==> src/rtl/muldiv_pkg.sv <==
// Shared encodings and defaults for the multiply/divide sequencer.
package muldiv_pkg;

  typedef enum logic [1:0] {
    IDLE     = 2'd0,
    RUN_DIV  = 2'd1,
    RUN_MULT = 2'd2,
    RELEASE  = 2'd3
  } state_t;

  localparam logic OP_DIV  = 1'b0;
  localparam logic OP_MULT = 1'b1;

  localparam int unsigned DEFAULT_TIMEOUT_CYCLES = 65535;
  localparam int unsigned DEFAULT_CNT_W          = 32;

endpackage

==> src/rtl/muldiv_watchdog.sv <==
// Run-cycle counter for the sequencer; flags expiry when the operation overstays.
module muldiv_watchdog
  import muldiv_pkg::*;
#(
  parameter int unsigned TIMEOUT_CYCLES = DEFAULT_TIMEOUT_CYCLES,
  parameter int unsigned CNT_W          = DEFAULT_CNT_W
) (
  input  logic clock,
  input  logic reset,
  input  logic clear,
  input  logic enable,
  output logic expire
);

  localparam logic [CNT_W-1:0] LIMIT = CNT_W'(TIMEOUT_CYCLES);
  localparam logic [CNT_W-1:0] ONE   = CNT_W'(1);

  logic [CNT_W-1:0] count_reg;
  logic [CNT_W-1:0] count_next;

  always_comb begin
    count_next = count_reg;
    if (clear) begin
      count_next = '0;
    end else if (enable) begin
      count_next = count_reg + ONE;
    end
  end

  always_ff @(posedge clock or negedge reset) begin
    if (!reset) begin
      count_reg <= '0;
    end else begin
      count_reg <= count_next;
    end
  end

  // Fires on the edge that would bring the count up to the limit.
  assign expire = (TIMEOUT_CYCLES != 0) && enable && !clear && (count_next == LIMIT);

endmodule

==> src/rtl/muldiv_seq.sv <==
// Sequencer that launches the divider or multiplier, waits for Done and
// commits the result into HI/LO, with divide-by-zero and watchdog flags.
module muldiv_seq
  import muldiv_pkg::*;
#(
  parameter int unsigned TIMEOUT_CYCLES = DEFAULT_TIMEOUT_CYCLES,
  parameter int unsigned CNT_W          = DEFAULT_CNT_W
) (
  input  logic        clock,
  input  logic        reset,
  input  logic        Start,
  input  logic        Op,
  input  logic [31:0] RegAOut,
  input  logic [31:0] RegBOut,
  output logic [31:0] OpAOut,
  output logic [31:0] OpBOut,
  output logic        DivCtrl,
  input  logic        DivDone,
  input  logic        Div0,
  input  logic [31:0] DivHIIn,
  input  logic [31:0] DivLOIn,
  output logic        MultCtrl,
  input  logic        MultDone,
  input  logic [31:0] MultHIIn,
  input  logic [31:0] MultLOIn,
  output logic        Busy,
  output logic        Done,
  output logic        Div0Exc,
  output logic        Timeout,
  output logic [31:0] HIOut,
  output logic [31:0] LOOut
);

  state_t      state_reg;
  logic [31:0] opa_reg;
  logic [31:0] opb_reg;
  logic [31:0] hi_reg;
  logic [31:0] lo_reg;
  logic        div_ctrl_reg;
  logic        mult_ctrl_reg;
  logic        busy_reg;
  logic        done_reg;
  logic        div0_exc_reg;
  logic        timeout_reg;

  logic accept;
  logic wd_enable;
  logic wd_expire;

  assign accept    = (state_reg == IDLE) && Start;
  assign wd_enable = (state_reg == RUN_DIV) || (state_reg == RUN_MULT);

  muldiv_watchdog #(
    .TIMEOUT_CYCLES(TIMEOUT_CYCLES),
    .CNT_W         (CNT_W)
  ) u_watchdog (
    .clock (clock),
    .reset (reset),
    .clear (accept),
    .enable(wd_enable),
    .expire(wd_expire)
  );

  always_ff @(posedge clock or negedge reset) begin
    if (!reset) begin
      state_reg     <= IDLE;
      opa_reg       <= '0;
      opb_reg       <= '0;
      hi_reg        <= '0;
      lo_reg        <= '0;
      div_ctrl_reg  <= 1'b0;
      mult_ctrl_reg <= 1'b0;
      busy_reg      <= 1'b0;
      done_reg      <= 1'b0;
      div0_exc_reg  <= 1'b0;
      timeout_reg   <= 1'b0;
    end else begin
      done_reg <= 1'b0;
      case (state_reg)
        IDLE: begin
          if (Start) begin
            opa_reg      <= RegAOut;
            opb_reg      <= RegBOut;
            div0_exc_reg <= 1'b0;
            timeout_reg  <= 1'b0;
            busy_reg     <= 1'b1;
            case (Op)
              OP_DIV:  state_reg <= RUN_DIV;
              OP_MULT: state_reg <= RUN_MULT;
            endcase
          end
        end
        RUN_DIV: begin
          // Ctrl rises one cycle after the operands were latched.
          div_ctrl_reg <= 1'b1;
          if (div_ctrl_reg && DivDone) begin
            div_ctrl_reg <= 1'b0;
            done_reg     <= 1'b1;
            state_reg    <= RELEASE;
            if (Div0) begin
              div0_exc_reg <= 1'b1;
            end else begin
              lo_reg <= DivHIIn;
              hi_reg <= DivLOIn;
            end
          end else if (wd_expire) begin
            div_ctrl_reg <= 1'b0;
            timeout_reg  <= 1'b1;
            done_reg     <= 1'b1;
            state_reg    <= RELEASE;
          end
        end
        RUN_MULT: begin
          mult_ctrl_reg <= 1'b1;
          if (mult_ctrl_reg && MultDone) begin
            mult_ctrl_reg <= 1'b0;
            done_reg      <= 1'b1;
            state_reg     <= RELEASE;
            hi_reg        <= MultHIIn;
            lo_reg        <= MultLOIn;
          end else if (wd_expire) begin
            mult_ctrl_reg <= 1'b0;
            timeout_reg   <= 1'b1;
            done_reg      <= 1'b1;
            state_reg     <= RELEASE;
          end
        end
        RELEASE: begin
          // Ctrl is already low here, giving the unit one cycle to re-arm.
          busy_reg  <= 1'b0;
          state_reg <= IDLE;
        end
        default: state_reg <= IDLE;
      endcase
    end
  end

  assign OpAOut   = opa_reg;
  assign OpBOut   = opb_reg;
  assign DivCtrl  = div_ctrl_reg;
  assign MultCtrl = mult_ctrl_reg;
  assign Busy     = busy_reg;
  assign Done     = done_reg;
  assign Div0Exc  = div0_exc_reg;
  assign Timeout  = timeout_reg;
  assign HIOut    = hi_reg;
  assign LOOut    = lo_reg;

endmodule

==> config.mk <==
export PLATFORM = sky130hd
export DESIGN_NAME = muldiv_seq
export DESIGN_NICKNAME = d
export VERILOG_FILES = /design/src/rtl/muldiv_pkg.sv /design/src/rtl/muldiv_watchdog.sv /design/src/rtl/muldiv_seq.sv
export SDC_FILE = /design/constraint.sdc
export NUM_CORES = 1
export LEC_CHECK = 0
export CAP_MARGIN = 10
export CORE_AREA = 2 2 130 132
export CTS_CLUSTER_SIZE = 16
export DETAILED_ROUTE_END_ITERATION = 16
export DIE_AREA = 0 0 132 134
export DONT_BUFFER_PORTS = 1
export PLACE_DENSITY = 0.64
export REMOVE_ABC_BUFFERS = 1
export SLEW_MARGIN = 20
export SYNTH_ARGS = -nofsm -noshare
export SYNTH_HDL_FRONTEND = slang
export SYNTH_SLANG_ARGS = --single-unit
export TNS_END_PERCENT = 5
==> constraint.sdc <==
create_clock -name clock -period 4.25 [get_ports clock]
set_input_delay 0.6375 -clock clock [delete_from_list [all_inputs] [get_ports clock]]
set_output_delay 0.6375 -clock clock [all_outputs]
set_load 0.005 [all_outputs]
==> results of run 1 <==
## area by class of cell
cell class	count	area, um^2	share of cell area (%)
clock inverters	12	165.2	1.958
clock buffers	20	446.7	5.295
diodes	2	5.005	0.05933
repair buffers	7	77.57	0.9196
flip-flops and latches	168	4204	49.84
multi-input cells	578	3224	38.22
well taps	220	275.3	3.263
inverters	10	37.54	0.4450
## worst paths after layout
| kind | startpoint | endpoint | slack (ns) | cells after the start |
|---|---|---|---|---|
| worst max-delay path | state_reg[0]$_DFFE_PN0N_ | DivCtrl$_DFFE_PN0P_ | 0.28 | 9 |
| worst min-delay path | reset | OpAOut[9]$_DFFE_PN0P_ | -0.11 | 0 |
| worst max register to register | state_reg[0]$_DFFE_PN0N_ | DivCtrl$_DFFE_PN0P_ | 0.28 | 9 |
| worst min register to register | OpAOut[27]$_DFFE_PN0P_ | OpAOut[27]$_DFFE_PN0P_ | 0.51 | 2 |
| max in group asynchronous | reset | state_reg[1]$_DFFE_PN0N_ | 4.03 | 0 |
| min in group clock | RegBOut[8] | OpBOut[8]$_DFFE_PN0P_ | 0.31 | 2 |
## cells in the mapped netlist (7+ instances only)
cell type and n:
a21oi_1 79, clkbuf_1 40, dfrtp_1 168, inv_1 10
mux2i_1 69, nand2_1 212, nand3_1 14, nand4_1 10
nor2_1 83, nor3_1 8, nor4_1 7, o21ai_0 10
xnor2_1 13
## through the flow
stage / cell area, um^2 / instances
3_3_place_gp: 7799 / 982
3_5_place_dp: 7799 / 982
5_1_grt: 8431 / 1015
4_1_cts: 8411 / 1014
6_report: 8436 / 1017
2_1_floorplan: 7438 / 756
## routing by layer
| layer | up-vias | track usage [%] | routed length (um) |
|---|---|---|---|
| met5 | - | 0 | 16 |
| met4 | 2 | 7.005 | 241 |
| met3 | 23 | 8.806 | 1760 |
| met2 | 235 | 35.50 | 9497 |
| met1 | 2693 | 27.21 | 7904 |
| li1 | 2657 | - | - |
## cells in the final DEF (no fill, tap or decap), types with 3 or more instances in the layout
cell type | synthesis | layout
or3_1 | 5 | 5
and3_1 | 6 | 6
buf_4 | 1 | 5
nor2_1 | 83 | 83
dfrtp_1 | 168 | 168
a21oi_1 | 79 | 78
mux2i_1 | 69 | 69
xor2_1 | 4 | 4
o21a_1 | 6 | 6
nand2_1 | 212 | 211
a21boi_0 | 3 | 3
nand3_1 | 14 | 14
inv_1 | 10 | 10
o21ai_0 | 10 | 10
nand4_1 | 10 | 10
xnor2_1 | 13 | 13
ha_1 | 5 | 4
clkbuf_16 | 0 | 17
nor3_1 | 8 | 8
nand2b_1 | 4 | 4
and2_1 | 4 | 3
nor4_1 | 7 | 7
bufinv_16 | 0 | 3
## power by group through the flow
stage / Combinational [mW] / Clock (mW) / Sequential (mW)
detailed placement: 1.82 / 0 / 2.87
finish: 1.82 / 1.61 / 2.84
floorplan: 1.58 / 0 / 2.67
global placement: 1.72 / 0 / 2.87
global route: 2.08 / 1.72 / 2.92
CTS: 1.82 / 1.64 / 2.86
## critical path, delay by kind of cell (launching register included)
family                     cells  cell delay [ns]
AOI/OAI and AO/OA              2             0.65
muxes                          1             0.38
and+or+nand+nor                4             1.77
buffers and inverters          1             0.12
adders and majority gates      1             0.53
DFF                            1             0.42
## kinds of logic (layout without fill, tap and decap cells)
| kind of cell | Yosys count | count (layout) | synth area share, % |
|---|---|---|---|
| xor+xnor | 17 | 17 | 1.950 |
| fa+ha+maj | 5 | 5 | 0.8193 |
| mux | 71 | 71 | 9.340 |
| flops | 168 | 168 | 55.05 |
| buf+inv | 59 | 49 | 3.081 |
| other cells | 0 | 2 | 0 |
| simple gates | 369 | 369 | 20.99 |
| compound gates | 116 | 116 | 8.766 |
==> summary.md, run 1 <==
| Metric | Value |
|---|---|
| Routed len/inst | 19.10 um |
| Vias in the first global route | 5628 |
| P_leak | 3.779 nW |
| Sequential share of the synthesized area | 55.05% |
| Hold Crit Class | input pin to async pin |
| Area Overhead vs Synth | 10.47% |
| Die ar. | 17690 um^2 |
| Final Critical Period | 3.969 ns |
| Area leader, netlist | dfrtp_1 |
| CP dominant cell by count | or4_1 |
| Psw | 2.352 mW |
| Main flop type after synthesis | dfrtp_1 |
| First-pass GRT wire length | 30700 um |
| Critical Path, Cell by Cell | inv_1 -> ha_1 -> nand4_4 -> or4_1 -> nor3_1 -> mux2_2 -> a2111o_1 -> or4_1 -> a31o_1 |
| TritonRoute pass-1 iters | 4 |
| 1st-iter DRT viols | 383 |
| Cell variety after synth | 49 |
| Area share of the largest cell type after synthesis | 55.05% |
| Slew Limit Fails | 0 |
| Register share of total power | 45.3% |
| # IOs | 333 |
| F_max | 252.0 MHz |
| Post-synth EDFFs | 0 |
| Reg clk slew, reported paths | 0.07 ns |
| CP max FO | 14 |
| Synth top area cells | dfrtp_1 55%, nand2_1 10%, mux2i_1 9.0% |
| Fin Setup TNS | 0 ns |
| Post-CTS Setup Repair Bufs | 0 |
| Ys Warns | 0 |
| Max incr delay on CP | 0.63 ns |
| Initial antenna violation count | 3 |
| RSZ-0062 raised after global routing | false |
| Net Sw Frac | 37.48% |
| Number of CTS-inserted buffers | 17 |
| Fraction of registers with async set/reset | 100.0% |
| Worst Slack Setup Final | 0.2812 ns |
| Pwr Total | 6.275 mW |
| Clock Power Share | 25.7% |
| Layout cells sized above 1 | 6.541% |
| Logic pwr share | 29.0% |
| Failing checks | negative hold slack |
| Total grt overflow | 0 |
| Nets | 986 |
| Overall routed net length | 19420 um |
| Global-route usage over all layers | 21.99% |
| Drt drc | 0 |
| Synth Instances | 805 |
| DP HPWL | 13950 um |
| Largest net degree at the start of global routing | 169 |
| Max-cap violations | 0 |
| Int Power | 3.924 mW |
| Setup violators final | 0 |
| Worst-path cell with the longest stage delay | or4_1 |
| Min Hold Slack | -0.1059 ns |
| CTS tree | built |
| # port buffers | 0 |
| Max_slew headroom | 53.61% |
| FP Rows | 47 |
| Post-Route Utilization | 51.79% |
| Root buffer cell | clkbuf_16 |
| Via density | 5.516 |
| Die Ht | 134 um |
| Crit path kind | flip-flop to flip-flop |
| Pwr/cell area | 743.9 nW/um^2 |
| Clk_skew | 0.01813 ns |
| Maximum VDD drop | 0.4679 mV |
| Avg Cell Area, Syn | 9.486 um^2 |
| Slew @ Worst Pin | 0.6958 ns |
| Die X | 132 um |
| Fillcell total | 1488 |
| Critical path data required time | 4.56 ns |
| Post-route ant nets | 0 |
| Endpoint kind of the worst setup timing path | flip-flop |
| Vias | 5610 |
| Core Box Area | 16290 um^2 |
| FF+latch count, synth | 168 |
| Final RePlAce weighted congestion | 0.8571 |
| CTS H-tree depth | 4 |
| Worst Setup Start Kind | flip-flop |
| Hold Fails Final Rpt | 168 |
| Status | finished, violations left |
| Cts repair resizes | 0 |
| Critical path arrival | 4.28 ns |
| Tcrit/Tclk final | 93.38% |
| Post-synth design cell area | 7636 um^2 |
| Place WS | 0.3230 ns |
| Initial Util | 46.88% |
| Clock sinks | 168 |
| Clk Latency, worst-skew pair | 0.43 ns |
| Clock Tree Buf Depth | 2 |
No activity file was read; power rests on OpenSTA's default activity.
==> run 2: changes to the inputs <==
--- a/config.mk
+++ b/config.mk
@@ -6,12 +6,12 @@
 export NUM_CORES = 1
 export LEC_CHECK = 0
 export CAP_MARGIN = 10
-export CORE_AREA = 2 2 130 132
+export CORE_AREA = 2 2 129 131
 export CTS_CLUSTER_SIZE = 16
 export DETAILED_ROUTE_END_ITERATION = 16
-export DIE_AREA = 0 0 132 134
+export DIE_AREA = 0 0 131 133
 export DONT_BUFFER_PORTS = 1
-export PLACE_DENSITY = 0.64
+export PLACE_DENSITY = 0.65
 export REMOVE_ABC_BUFFERS = 1
 export SLEW_MARGIN = 20
 export SYNTH_ARGS = -nofsm -noshare
==> run 2 against run 1 <==
- the flow still finishes with violations (negative hold slack)
- first-iteration DRC count rose by 17%
- cell count fell by 0.29%
- clock power fell by 9%
- worst setup slack got worse by 0.014 ns
- critical path type unchanged
==> summary.md, run 2 (same netlist as run 1, synthesis figures left out) <==
| Metric | Value |
|---|---|
| Via density | 5.552 (+0.65%) |
| FP Rows | 47 (unchanged) |
| F_max | 251.1 MHz (-0.36%) |
| Reg clk slew, reported paths | 0.07 ns (about the same) |
| Clk_skew | 0.01099 ns (-0.007137 ns) |
| Post-route ant nets | 0 (unchanged) |
| Failing checks | negative hold slack |
| Crit. Startpoint | state_reg[0]$_DFFE_PN0N_ |
| Final RePlAce weighted congestion | 0.8548 (-0.27%) |
| # port buffers | 0 (unchanged) |
| Critical path data required time | 4.56 ns (about the same) |
| Register area | 4204 um^2 (unchanged) |
| Maximum VDD drop | 0.3658 mV (-22%) |
| Crit path kind | flip-flop to flip-flop |
| Layout cells sized above 1 | 6.423% (-0.12 points) |
| Critical Path End | MultCtrl$_DFFE_PN0P_ |
| RSZ-0062 raised after global routing | false |
| Post-Route Utilization | 51.63% (-0.16 points) |
| TritonRoute pass-1 iters | 5 (+1) |
| Hold Fails Final Rpt | 168 (unchanged) |
| 1st-iter DRT viols | 447 (+17%) |
| Final Critical Period | 3.983 ns (+0.01437 ns) |
| Slew Limit Fails | 0 (unchanged) |
| Reg2reg path depth | 9 (unchanged) |
| Die X | 131 um (-0.76%) |
| Worst Setup Start Kind | flip-flop |
| Clock Tree Buf Depth | 2 (unchanged) |
| Vias in the first global route | 5634 (+0.11%) |
| Vias | 5630 (+0.36%) |
| Routed len/inst | 18.92 um (-0.90%) |
| Nets | 985 (-0.10%) |
| R2R Setup Slk | 0.27 ns (about the same) |
| Max_slew headroom | 56.28% (+2.7 points) |
| Die Ht | 133 um (-0.75%) |
| Largest net degree at the start of global routing | 169 (unchanged) |
| Critical path arrival | 4.29 ns (about the same) |
| Root buffer cell | clkbuf_16 |
| Initial antenna violation count | 0 (-3) |
| DP HPWL | 13840 um (-0.80%) |
| Tcrit/Tclk final | 93.72% (+0.34 points) |
| Setup violators final | 0 (unchanged) |
| Die ar. | 17420 um^2 (-1.5%) |
| Multi-input logic area | 3224 um^2 (unchanged) |
| Drt drc | 0 (unchanged) |
| Overall routed net length | 19190 um (-1.2%) |
| Reg2reg end | MultCtrl$_DFFE_PN0P_ |
| Clock sinks | 168 (unchanged) |
| Core Box Area | 16170 um^2 (-0.72%) |
| Total grt overflow | 0 (unchanged) |
| Initial Util | 47.22% (+0.34 points) |
| Fillcell total | 1440 (-3.2%) |
| Pwr/cell area | 731.5 nW/um^2 (-1.7%) |
| Min Hold Slack | -0.09083 ns (+0.01504 ns) |
| CP max FO | 14 (unchanged) |
| Pwr Total | 6.107 mW (-2.7%) |
| Number of CTS-inserted buffers | 17 (unchanged) |
| Reg2Reg Launch Point | state_reg[0]$_DFFE_PN0N_ |
| # diodes | 0 (-2) |
| # IOs | 333 (unchanged) |
| P_leak | 3.742 nW (-1.0%) |
| Status | finished, violations left |
| Post-CTS Setup Repair Bufs | 0 (unchanged) |
| Most common cell after layout, fill and taps aside | nand2_1 |
| Clk Latency, worst-skew pair | 0.42 ns (about the same) |
| Max-cap violations | 0 (unchanged) |
| Area Overhead vs Synth | 9.340% |
| Endpoint kind of the worst setup timing path | flip-flop |
| CTS tree | built |
| First-pass GRT wire length | 29230 um (-4.8%) |
| CTS H-tree depth | 4 (unchanged) |
| Slew @ Worst Pin | 0.6558 ns (-0.04008 ns) |
| Cts repair resizes | 0 (unchanged) |
| Hold Crit Class | input pin to async pin |
| Global-route usage over all layers | 21.82% (-0.17 points) |
| Commonest cells after routing, fill and taps aside | 211 x nand2_1, 168 x dfrtp_1, 83 x nor2_1 |
==> run 2: cell count changes in the layout (fill, tap and decap cells not counted), sizes merged <==
cell / previous run / this run
buf: 7 / 6
bufinv: 3 / 1
clkbuf: 20 / 19
inv: 14 / 16
clkinvlp: 1 / 2
diode: 2 / 0
==> run 2: area by class of cell <==
cell class	count	share of cell area (%)
flip-flops and latches	168	50.35
inverters	10	0.4496
well taps	220	3.297
clock inverters	13	1.409
repair buffers	6	0.6893
multi-input cells	578	38.62
clock buffers	19	5.185
==> run 2: report_power, final <==
part           switching (mW)  total (mW)  internal [mW]
registers               0.584        2.84           2.25
clock network           0.646        1.46          0.814
logic                    1.10        1.81          0.710
==> run 2: worst max-delay path, stage by stage (launching register included) <==
cell,delay (ns)
dfrtp_1,0.42
inv_1,0.12
ha_1,0.53
nand4_4,0.26
or4_1,0.62
nor3_1,0.24
mux2_2,0.37
a2111o_1,0.38
or4_1,0.65
a31o_1,0.28
==> run 2: how the worst min path moves through the flow <==
| stage | endpoint | slack [ns] | cells after the start |
|---|---|---|---|
| 6_report | OpBOut[1]$_DFFE_PN0P_ | -0.09 | 0 |
| 3_3_place_gp | OpBOut[1]$_DFFE_PN0P_ | 0.35 | 0 |
| 5_1_grt | OpBOut[1]$_DFFE_PN0P_ | -0.12 | 0 |
| 3_5_place_dp | OpBOut[1]$_DFFE_PN0P_ | 0.34 | 0 |
| 4_1_cts | OpBOut[1]$_DFFE_PN0P_ | -0.11 | 0 |
| 2_1_floorplan | Busy$_DFFE_PN0P_ | 0.34 | 0 |
==> run 2: per-layer routing <==
metal | global-route usage, % | share of wire (%) | routed length [um]
met1 | 28.34 | 41 | 7946
met2 | 34.31 | 48 | 9252
met3 | 8.087 | 8.9 | 1715
met4 | 6.206 | 1.4 | 274
met5 | 0 | 0 | 0
==> run 2: stage by stage <==
| stage | hold slack, ns | setup WS, ns | setup TNS (ns) | cell area [um^2] | instances |
|---|---|---|---|---|---|
| floorplan | 0.3419 | -4.026 | -257.68 | 7438 | 756 |
| global placement | 0.3455 | 0.4653 | 0 | 7799 | 982 |
| detailed placement | 0.3439 | 0.3236 | 0 | 7799 | 982 |
| CTS | -0.1104 | 0.3080 | 0 | 8349 | 1014 |
| global route | -0.1155 | 0.1224 | 0 | 8349 | 1014 |
| finish | -0.09083 | 0.2669 | 0 | 8349 | 1014 |
==> run 3: changes to the inputs <==
--- a/config.mk
+++ b/config.mk
@@ -6,12 +6,14 @@
 export NUM_CORES = 1
 export LEC_CHECK = 0
 export CAP_MARGIN = 10
-export CORE_AREA = 2 2 129 131
+export CELL_PAD_IN_SITES_DETAIL_PLACEMENT = 1
+export CELL_PAD_IN_SITES_GLOBAL_PLACEMENT = 1
+export CORE_MARGIN = 2
+export CORE_UTILIZATION = 46
 export CTS_CLUSTER_SIZE = 16
 export DETAILED_ROUTE_END_ITERATION = 16
-export DIE_AREA = 0 0 131 133
 export DONT_BUFFER_PORTS = 1
-export PLACE_DENSITY = 0.65
+export PLACE_DENSITY = 0.81
 export REMOVE_ABC_BUFFERS = 1
 export SLEW_MARGIN = 20
 export SYNTH_ARGS = -nofsm -noshare
==> run 3 against run 2 <==
- the flow still finishes with violations (negative hold slack)
- combinational power up 4%
- core utilization decreased by 0.68 points
- critical path depth did not move
- worst hold slack lost 0.0033 ns
- wire length rose by 15%
- global-route usage up 3.5 points
- worst setup slack lost 0.045 ns
- flip-flop and latch count did not move
- register-to-register slack worse by 0.05 ns
==> summary.md, run 3 (same netlist as run 1, synthesis figures left out) <==
| Metric | Value |
|---|---|
| Total grt overflow | 0 (unchanged) |
| Critical path data required time | 4.56 ns (about the same) |
| Placed Cells incl. Taps | 983 (+0.10%) |
| # IOs | 333 (unchanged) |
| Hold Crit Class | input pin to async pin |
| Core Box Area | 16410 um^2 (+1.5%) |
| Max_slew headroom | 40.81% (-15 points) |
| Endpoint kind of the worst setup timing path | flip-flop |
| FP Rows | 47 (unchanged) |
| Worst Setup Start Kind | flip-flop |
| Final Critical Period | 4.028 ns (+0.04528 ns) |
| Critical path arrival | 4.34 ns (+0.05 ns) |
| # port buffers | 0 (unchanged) |
| Cts repair resizes | 0 (unchanged) |
| Post-CTS Setup Repair Bufs | 0 (unchanged) |
| RSZ-0062 raised after global routing | false |
| Number of CTS-inserted buffers | 17 (unchanged) |
| Via density | 5.806 (+4.6%) |
| CTS tree | built |
| CP dominant cell by count | or4_1 |
| Die Ht | 132.8 um (-0.12%) |
| Setup violators final | 0 (unchanged) |
| Clock sinks | 168 (unchanged) |
| Post-route insts no fill | 1011 (-0.30%) |
| Fin Setup TNS | 0 ns (unchanged) |
| Clk_skew | 0.006490 ns (-0.004500 ns) |
| Hold Fails Final Rpt | 168 (unchanged) |
| Largest net degree at the start of global routing | 169 (unchanged) |
| Crit path kind | flip-flop to flip-flop |
| Maximum VDD drop | 0.3076 mV (-16%) |
| Clk Latency, worst-skew pair | 0.43 ns (about the same) |
| Routed len/inst | 21.91 um (+16%) |
| Vias | 5870 (+4.3%) |
| Initial antenna violation count | 1 (+1) |
| Layout cells sized above 1 | 6.076% (-0.35 points) |
| Global-route usage over all layers | 25.33% (+3.5 points) |
| TritonRoute pass-1 iters | 4 (-1) |
| Placed Area | 7794 um^2 (about the same) |
| Die ar. | 17650 um^2 (+1.3%) |
| Die X | 132.8 um (+1.4%) |
| CTS H-tree depth | 4 (unchanged) |
| P_leak | 3.748 nW (+0.17%) |
| Max-cap violations | 0 (unchanged) |
| Fillcell total | 1859 (+29%) |
| Register area | 4204 um^2 (unchanged) |
| Logic pwr share | 30.0% (+0.4 points) |
| Root buffer cell | clkbuf_16 |
| Pwr/cell area | 750.4 nW/um^2 (+2.6%) |
| Net Sw Frac | 38.28% (+0.14 points) |
| DP HPWL | 15990 um (+16%) |
| Vias in the first global route | 6292 (+12%) |
| Area Overhead vs Synth | 9.471% |
| 1st-iter DRT viols | 272 (-39%) |
| R2R Setup Slk | 0.22 ns (-0.05 ns) |
| Overall routed net length | 22150 um (+15%) |
| Register share of total power | 45.6% (-0.9 points) |
| Reg clk slew, reported paths | 0.06 ns (about the same) |
| Most common cell after layout, fill and taps aside | nand2_1 |
| CP max FO | 14 (unchanged) |
| Crit path buffers/inverters | 1 (unchanged) |
| Min Hold Slack | -0.09412 ns (-0.003292 ns) |
| Final Instance Area | 8359 um^2 (+0.12%) |
| Nets | 986 (+0.10%) |
| Status | finished, violations left |
| Tcrit/Tclk final | 94.79% (+1.1 points) |
| Psw | 2.401 mW (+3.1%) |
| Drt drc | 0 (unchanged) |
| Critical Path, Cell by Cell | inv_1 -> ha_1 -> nand4_4 -> or4_1 -> nor3_1 -> mux2_2 -> a2111o_1 -> or4_1 -> a31o_1 |
| Post-route ant nets | 0 (unchanged) |
| CP delay by family, top | simple AND/OR/NAND/NOR gates |
| Slew Limit Fails | 0 (unchanged) |
| Multi-input logic area | 3224 um^2 (unchanged) |
| Int Power | 3.871 mW (+2.5%) |
| Clock Power Share | 24.5% (+0.6 points) |
| Failing checks | negative hold slack |
| F_max | 248.2 MHz (-1.1%) |
| Worst-path cell with the longest stage delay | or4_1 |
| Max incr delay on CP | 0.63 ns (-0.02 ns) |
| Commonest cells after routing, fill and taps aside | 211 x nand2_1, 168 x dfrtp_1, 83 x nor2_1 |
| Post-Route Utilization | 50.95% (-0.68 points) |
| First-pass GRT wire length | 34870 um (+19%) |
| Clock Tree Buf Depth | 2 (unchanged) |
| Slew @ Worst Pin | 0.8879 ns (+0.2321 ns) |
| Initial Util | 46.54% (-0.68 points) |
| Final RePlAce weighted congestion | 0.8950 (+4.7%) |
-- run 3: worst reg2reg max path: stages (launching register included) --
cell	delay (ns)
dfrtp_1	0.43
inv_1	0.11
ha_1	0.53
nand4_4	0.27
or4_1	0.62
nor3_1	0.28
mux2_2	0.39
a2111o_1	0.37
or4_1	0.63
a31o_1	0.28
-- run 3: worst paths after layout --
path,start,endpoint,depth (start not counted)
min in group clock,RegBOut[31],OpBOut[31]$_DFFE_PN0P_,2
worst min-delay path,reset,OpAOut[22]$_DFFE_PN0P_,0
worst min register to register,OpBOut[3]$_DFFE_PN0P_,OpBOut[3]$_DFFE_PN0P_,2
max in group asynchronous,reset,HIOut[27]$_DFFE_PN0P_,0
worst max-delay path,state_reg[1]$_DFFE_PN0N_,MultCtrl$_DFFE_PN0P_,9
worst max register to register,state_reg[1]$_DFFE_PN0N_,MultCtrl$_DFFE_PN0P_,9
-- run 3: power groups by stage --
stage | clock network (mW) | registers (mW) | logic [mW]
finish | 1.53 | 2.86 | 1.88
CTS | 1.56 | 2.87 | 1.89
global route | 1.63 | 2.93 | 2.13
global placement | 0 | 2.85 | 1.70
detailed placement | 0 | 2.88 | 1.89
floorplan | 0 | 2.67 | 1.58
-- run 3: area by class of cell --
class	count	area share (%)
tap	220	3.293
inverter	10	0.4490
timing repair buffer	7	0.6736
multi-input combinational	578	38.57
clock buffer	18	5.134
sequential	168	50.29
clock inverter	9	1.557
antenna	1	0.02994
-- run 3: metal layers --
| layer | vias to the layer above | GRT usage, % | share of wire (%) | wire length (um) |
|---|---|---|---|---|
| met5 | - | 0 | 0 | 0 |
| met4 | 0 | 10.63 | 3.4 | 744 |
| met3 | 44 | 9.655 | 8.9 | 1973 |
| met2 | 240 | 43.24 | 50 | 11180 |
| met1 | 2928 | 28.45 | 37 | 8248 |
| li1 | 2658 | - | - | - |
-- run 3: stage by stage --
stage	worst slack (ns)	power [mW]
floorplan	-4.026	4.251
global placement	0.4739	4.549
detailed placement	0.2587	4.766
CTS	0.2321	6.311
global route	0.04780	6.697
finish	0.2216	6.273
